`src/rtl/load_store_unit.sv`:
```
// load_store_unit: data-memory stage issuing one req/ack bus access per load/store,
// stalling execute until the bus answers, then returning extended load data.
module load_store_unit #(
  parameter int TIMEOUT = 16
) (
  input  logic        clk,
  input  logic        rst,
  input  logic        mem_re_i,
  input  logic [31:0] mem_raddr_i,
  input  logic        mem_we_i,
  input  logic [31:0] mem_waddr_i,
  input  logic [31:0] mem_wdata_i,
  input  logic [1:0]  byte_sel_i,
  input  logic        un_sign_i,
  input  logic [4:0]  rd_waddr_i,
  output logic        bus_req_o,
  output logic        bus_we_o,
  output logic [31:0] bus_addr_o,
  output logic [31:0] bus_wdata_o,
  output logic [3:0]  bus_wstrb_o,
  input  logic        bus_ack_i,
  input  logic        bus_err_i,
  input  logic [31:0] bus_rdata_i,
  output logic        stall_o,
  output logic        load_valid_o,
  output logic [4:0]  load_waddr_o,
  output logic [31:0] load_wdata_o,
  output logic        misalign_o,
  output logic        bus_err_o
);
  localparam logic [0:0] IDLE = 1'b0;
  localparam logic [0:0] BUSY = 1'b1;
  localparam int CW = TIMEOUT > 1 ? $clog2(TIMEOUT) : 1;

  logic [0:0]    state_q, state_d;
  logic [CW-1:0] cnt_q, cnt_d;
  logic [31:0]   addr_q, addr_d, wdata_q, wdata_d, lwdata_q, lwdata_d;
  logic [3:0]    wstrb_q, wstrb_d;
  logic [1:0]    bs_q, bs_d;
  logic [4:0]    rd_q, rd_d, lwaddr_q, lwaddr_d;
  logic          we_q, we_d, uns_q, uns_d, lv_q, lv_d, mis_q, mis_d, berr_q, berr_d;
  logic [31:0]   addr, fmt_wdata, ext;
  logic [3:0]    fmt_wstrb;
  logic [7:0]    lane8;
  logic [15:0]   lane16;
  logic          req, mis, idle, busy, go, ack, tmo;

  always_comb begin
    addr      = mem_we_i ? mem_waddr_i : mem_raddr_i;
    req       = (mem_we_i | mem_re_i) & |byte_sel_i;
    mis       = (byte_sel_i == 2'b10 & addr[0]) | (byte_sel_i == 2'b11 & |addr[1:0]);
    idle      = state_q == IDLE;
    busy      = state_q == BUSY;
    go        = idle & req & ~mis;
    ack       = busy & bus_ack_i;
    tmo       = busy & ~bus_ack_i & (cnt_q == CW'(TIMEOUT - 1));
    stall_o   = go | (busy & ~bus_ack_i & ~tmo);
    fmt_wdata = byte_sel_i == 2'b01 ? {4{mem_wdata_i[7:0]}} :
                byte_sel_i == 2'b10 ? {2{mem_wdata_i[15:0]}} : mem_wdata_i;
    fmt_wstrb = ~mem_we_i ? 4'b0000 :
                byte_sel_i == 2'b01 ? 4'b0001 << addr[1:0] :
                byte_sel_i == 2'b10 ? (addr[1] ? 4'b1100 : 4'b0011) : 4'b1111;
    state_d   = go ? BUSY : (ack | tmo) ? IDLE : state_q;
    cnt_d     = (busy & ~bus_ack_i & ~tmo) ? cnt_q + CW'(1) : '0;
    addr_d    = go ? addr : addr_q;
    we_d      = go ? mem_we_i : we_q;
    bs_d      = go ? byte_sel_i : bs_q;
    uns_d     = go ? un_sign_i : uns_q;
    rd_d      = go ? rd_waddr_i : rd_q;
    wdata_d   = go ? fmt_wdata : wdata_q;
    wstrb_d   = go ? fmt_wstrb : wstrb_q;
    lane8     = addr_q[1:0] == 2'd0 ? bus_rdata_i[7:0] :
                addr_q[1:0] == 2'd1 ? bus_rdata_i[15:8] :
                addr_q[1:0] == 2'd2 ? bus_rdata_i[23:16] : bus_rdata_i[31:24];
    lane16    = addr_q[1] ? bus_rdata_i[31:16] : bus_rdata_i[15:0];
    ext       = bs_q == 2'b01 ? {{24{~uns_q & lane8[7]}}, lane8} :
                bs_q == 2'b10 ? {{16{~uns_q & lane16[15]}}, lane16} : bus_rdata_i;
    lv_d      = ack & ~bus_err_i & ~we_q;
    lwaddr_d  = lv_d ? rd_q : lwaddr_q;
    lwdata_d  = lv_d ? ext : lwdata_q;
    mis_d     = idle & req & mis;
    berr_d    = (ack & bus_err_i) | tmo;
  end

  always_ff @(posedge clk or negedge rst) begin
    if (!rst) begin
      state_q  <= IDLE;
      cnt_q    <= '0;
      addr_q   <= '0;
      we_q     <= 1'b0;
      bs_q     <= '0;
      uns_q    <= 1'b0;
      rd_q     <= '0;
      wdata_q  <= '0;
      wstrb_q  <= '0;
      lv_q     <= 1'b0;
      lwaddr_q <= '0;
      lwdata_q <= '0;
      mis_q    <= 1'b0;
      berr_q   <= 1'b0;
    end else begin
      state_q  <= state_d;
      cnt_q    <= cnt_d;
      addr_q   <= addr_d;
      we_q     <= we_d;
      bs_q     <= bs_d;
      uns_q    <= uns_d;
      rd_q     <= rd_d;
      wdata_q  <= wdata_d;
      wstrb_q  <= wstrb_d;
      lv_q     <= lv_d;
      lwaddr_q <= lwaddr_d;
      lwdata_q <= lwdata_d;
      mis_q    <= mis_d;
      berr_q   <= berr_d;
    end
  end

  assign bus_req_o    = state_q == BUSY;
  assign bus_we_o     = we_q;
  assign bus_addr_o   = {addr_q[31:2], 2'b00};
  assign bus_wdata_o  = wdata_q;
  assign bus_wstrb_o  = wstrb_q;
  assign load_valid_o = lv_q;
  assign load_waddr_o = lwaddr_q;
  assign load_wdata_o = lwdata_q;
  assign misalign_o   = mis_q;
  assign bus_err_o    = berr_q;
endmodule

```
`config.mk`:
```
export PLATFORM = sky130hd
export DESIGN_NAME = load_store_unit
export DESIGN_NICKNAME = d
export VERILOG_FILES = /design/src/rtl/load_store_unit.sv
export SDC_FILE = /design/constraint.sdc
export NUM_CORES = 1
export LEC_CHECK = 0
export CORE_UTILIZATION = 47
export DETAILED_ROUTE_END_ITERATION = 12
export PLACE_DENSITY = 0.9
export RECOVER_POWER = 50
export SLEW_MARGIN = 0
export SYNTH_ARGS = -nofsm -noshare
export SYNTH_HDL_FRONTEND = slang
export SYNTH_SLANG_ARGS = --single-unit
```
`constraint.sdc`:
```
create_clock -name clk -period 5.3 [get_ports clk]
set_clock_uncertainty 0.15 [all_clocks]
set_input_delay 1.06 -clock clk [delete_from_list [all_inputs] [get_ports clk]]
set_output_delay 1.06 -clock clk [all_outputs]
set_load 0.02 [all_outputs]
```
Word level (Yosys, flattened, before mapping)
Index checks and enable logic that the tools add are counted.
{ "word_totals": {"output_inout_bits": 111, "register_bits": 122, "word_cells": 71} }
{ "op_classes": {"n_eq_ne": 8, "n_bitwise": 27, "n_reduce_logical": 4, "addsub": 1, "mux": 16, "n_shift": 1} }
{ "ops": {"columns": ["cell", "n"], "rows": [
  ["$mux W32", 5],
  ["$mux W8", 3],
  ["$mux W4", 5],
  ["$mux W16", 1],
  ["$and A1 B1 Y1", 15],
  ["$eq A2 B2 Y1 const B", 4],
  ["$not A1 Y1", 7],
  ["$eq A2 B1 Y1 const B", 3],
  ["$or A1 B1 Y1", 5],
  ["$add A4 B1 Y4 const B", 1],
  ["$eq A4 B4 Y1 const B", 1],
  ["$reduce_or A2 Y1", 2],
  ["$shl A1 B2 Y4 const A", 1],
  ["$logic_not A2 Y1", 1],
  ["$mux W1", 2],
  ["$reduce_bool A2 Y1", 1]
]} }

Longest topological paths before layout
{ "depth": {"word_depth": 7, "mapped_depth": 8, "depth_no_buf": 4} }

Worst setup path after synthesis
OpenSTA, ideal clock, no wires.
{ "synth_path": {"kind": "input -> output", "start": "input port mem_we_i", "end": "output port stall_o", "setup_slack_ns": 1.434, "path_buffers": 4, "required_time_ns": 4.090, "stages": 8, "arrival_ns": 2.656, "cell_sequence": "buf_6 -> mux2_4 -> a22o_1 -> or3_1 -> buf_2 -> buf_6 -> buf_6 -> nand2_1"} }
{ "synth_via": {"elab_chain_cells": 7, "word_cells_on_any_way": 11, "cone_classes": "mux: 1; bitwise: 9; reduce/logical: 1"} }
{ "synth_lines": {"columns": ["item", "line", "source"], "rows": [
  ["from (decl)", "10", "input logic mem_we_i,"],
  ["$mux W32", "49", "addr = mem_we_i ? mem_waddr_i : mem_raddr_i;"],
  ["$reduce_or A2 Y1", "51", "mis = (byte_sel_i == 2'b10 & addr[0]) | (byte_sel_i == 2'b11 & |addr[1:0]);"],
  ["$and A1 B1 Y1", "51", null],
  ["$or A1 B1 Y1", "51", null],
  ["$not A1 Y1", "54", "go = idle & req & ~mis;"],
  ["$and A1 B1 Y1 *", "54", null],
  ["$or A1 B1 Y1 *", "57", "stall_o = go | (busy & ~bus_ack_i & ~tmo);"],
  ["to (decl)", "24", "output logic stall_o,"]
]} }
Mark *: on every way between the ends. The rest lies on a longest branch, timed or not.

Final worst setup path
Ends and elaborated chain as after synthesis.

==> out/qor.yml <==
clocking:
  cts.clk_slew.worst_paths_ns: 0.05
  post_cts_buffers: 0
  cts_tree: "done"
  cts_buffers: 17
  cts-root-buf: "clkbuf_16"
  htreeDepth: 4
  cts-resized-gates: 0
  clock_sinks: 122
  clockBufferDepth: 2
  cts_hold_buffers: 0
  clkLatencyLatePin_ns: 0.41
synth:
  synth.distinct_cells: 35
  synth_common_cells: "mux2_2 (123), dfrtp_1 (122), buf_4 (32)"
  syn_area_per_cell_um2: 12.3
  synth_top_area_share_pct: 48.3
  synthTopCellsByArea: "dfrtp_1 (48%), mux2_2 (22%), mux2i_1 (4.0%), buf_4 (3.8%), o22a_1 (3.3%)"
  synth-seq-area-share_pct: 48.3
  ys_ff_latch: 122
  syn-cell-area_um2: 6320
  synth_most_common_cell: "mux2_2"
  synthCells: 515
  ys_warn_count: 0
  postSynth.asyncResetShare_pct: 100
  synth-main-ff-cell: "dfrtp_1"
  synth_top_cell_by_area: "dfrtp_1"
  synth_edf_count: 0
global_route:
  grt_pass1_vias: 5310
  grt.total_usage_pct: 25.3
  grt_pass1_wl_um: 27300
  grt_start_max_net_pins: 79
  overflow: 0
  antenna_found_initial: 0
critical_path:
  crit_family: "buffers and inverters"
  criticalPathCategory: "primary input to primary output"
  critPathMaxFanout: 33
  end_kind: "primary output"
  critPathRequiredTime_ns: 4.09
  cp-start-kind: "primary input"
  crit_buf_inv: 3
  reg2reg_slack_ns: 2.60
  cp.arrival_ns: 3.41
  r2r_cells: 4
  cp_common_cell: "clkdlybuf4s50_1"
  cp_num_cells: 6
  cp_slowest_stage_delay_ns: 0.63
  worstReg2RegEnd: "load_wdata_o[7]"
  slowest_stage: "clkdlybuf4s50_1"
  worstReg2RegStart: "addr_q[1]"
  path_cells: "clkdlybuf4s50_1 -> buf_4 -> o21bai_1 -> or3_4 -> nand2_1 -> clkdlybuf4s50_1"
finish:
  syn2layout_area_growth_pct: 47.1
  n_fill_cell: 918
  design_area_um2: 9300
  insertedDiodeCount: 0
  nets: 867
  layout-drive-gt1-share_pct: 23.5
placed_design:
  dp_hpwl_um: 12300
  numPortBuffers: 250
  place_area_um2: 8710
  place.gp.congestion: 0.882
power_and_ir_drop:
  power_density_nw_per_um2: 497
  ir_drop_mv: 0.290
  power_leakage_nw: 3.88
timing:
  period_share_pct: 87.2
  grt_setup_unrepaired: "no"
  relSlewSlack_pct: -55.3
  fin_crit_ns: 4.62
  setup_viol: 0
  fin_tns_setup_ns: 0
  tightest_slew_ns: 2.33
  maxSlewViolCount: 45
  hold_violations: 0
  whs_ns: 0.324
  max_freq_mhz: 216
detailed_routing:
  drt-initial-drc-count: 219
  avgRoutedWirePerCell_um: 18.8
  first_pass_iters: 5
  vias_per_cell: 5.41
  antenna_left: 0
  drt-total-wl_um: 17100
  vias: 4938
  post-route-drc-count: 0
floorplan:
  io_pins: 253
  rows: 42
  die_area_um2: 13900
  die_h_um: 118
  die_w_um: 118
  core_um2: 13200
  start_util_pct: 47.9
run_status:
  violations: "max-capacitance violations, max-slew violations"
  outcome: "finished with violations"
min_path:
  hp-start: "cnt_q[0]"
  hold_end: "cnt_q[0]"
  holdPathStages: 1
  hold_path_class: "register to register"
job:
  maxCapViolations: 2
-- layout make-up --
cell class	count	area (µm²)	share of cell area, %
Sequential cell	122	3050	32.8
Tap cell	176	220	2.37
Timing Repair Buffer	259	2560	27.5
Inverter	4	15.0	0.161
Clock inverter	7	113	1.21
Clock buffer	25	495	5.33
Multi-Input combinational cell	320	2850	30.6
-- registers in the layout, indices dropped and copies added, names as in the netlist --
register / count
load_valid_o: 1
cnt_q: 4
bus_err_o: 1
bus_req_o: 1
addr_q: 32
bus_wdata_o: 32
bs_q: 2
bus_we_o: 1
bus_wstrb_o: 4
misalign_o: 1
uns_q: 1
load_waddr_o: 5
load_wdata_o: 32
rd_q: 5
-- worst reg2reg max path, stage by stage (launching register included) --
cell	delay, ns
dfrtp_1	0.73
nand3b_1	0.88
mux2i_1	0.39
o21ai_0	0.14
mux2_2	0.29
-- power breakdown --
| group | switching [W] | internal, W | total, W |
|---|---|---|---|
| combinational | 0.000918 | 0.00103 | 0.00194 |
| clock | 0.000390 | 0.000787 | 0.00118 |
| sequential | 0.000221 | 0.00129 | 0.00151 |
| total | 0.00153 | 0.00310 | 0.00463 |
-- how the worst max path moves through the flow --
stage              end     start  slack (ns)
2_1_floorplan  stall_o  mem_we_i        1.43
3_3_place_gp   stall_o  mem_we_i        0.72
3_5_place_dp   stall_o  mem_we_i        0.64
4_1_cts        stall_o  mem_we_i        0.66
5_1_grt        stall_o  mem_we_i        0.59
6_report       stall_o  mem_we_i        0.68
-- metrics by stage --
step / std cells / total power [W] / setup slack [ns] / utilization (%)
after floorplan: 516 / 0.00265 / 1.43 / -
after global placement: 881 / 0.00345 / 0.719 / 66.0
after detailed placement: 881 / 0.00352 / 0.643 / 66.0
after CTS: 913 / 0.00471 / 0.658 / 70.7
after global routing: 913 / 0.00484 / 0.594 / 70.5
final: 913 / 0.00463 / 0.680 / 70.5
-- cell families (layout without fill, tap and decap cells) --
group	Yosys count	in the layout	synth area share, %
AO/OA/AOI/OAI	82	82	9.14
other	1	2	0.0593
adder cells (fa/ha/maj)	1	1	0.198
AND/OR/NAND/NOR	70	70	5.14
buffers and inverters	74	295	6.83
flip-flops	122	122	48.3
multiplexers	160	160	29.7
XOR/XNOR	5	5	0.692
-- per-layer routing --
metal  wire length [µm]  global-route usage [%]
met4                474                    10.3
met2               8840                    44.5
met5                  0                       0
met3               1370                    8.53
met1               6460                    28.0
-- cells in the final DEF, fill, tap and decap left out, types with 2 or more instances in the layout --
cell type          n
clkdlybuf4s50_1  206
mux2_2           123
dfrtp_1          122
dlygate4sd3_1     43
nand2_1           29
mux2i_1           25
a21oi_1           25
o22a_1            24
clkbuf_16         17
nor2_1            16
mux4_2             8
nor2b_1            8
a211oi_1           8
o211ai_1           7
o21a_1             7
buf_4              7
clkbuf_1           6
xnor2_1            4
inv_1              4
mux2_4             4
o21ai_0            4
clkbuf_8           4
nand3_1            3
nand3b_1           3
a22o_1             3
clkinv_2           3
bufinv_16          3
nor3b_1            2
nor3_1             2
nand2b_1           2
o2bb2ai_1          2
conb_1             2
Note: power is estimated with default switching activity, not from simulation.
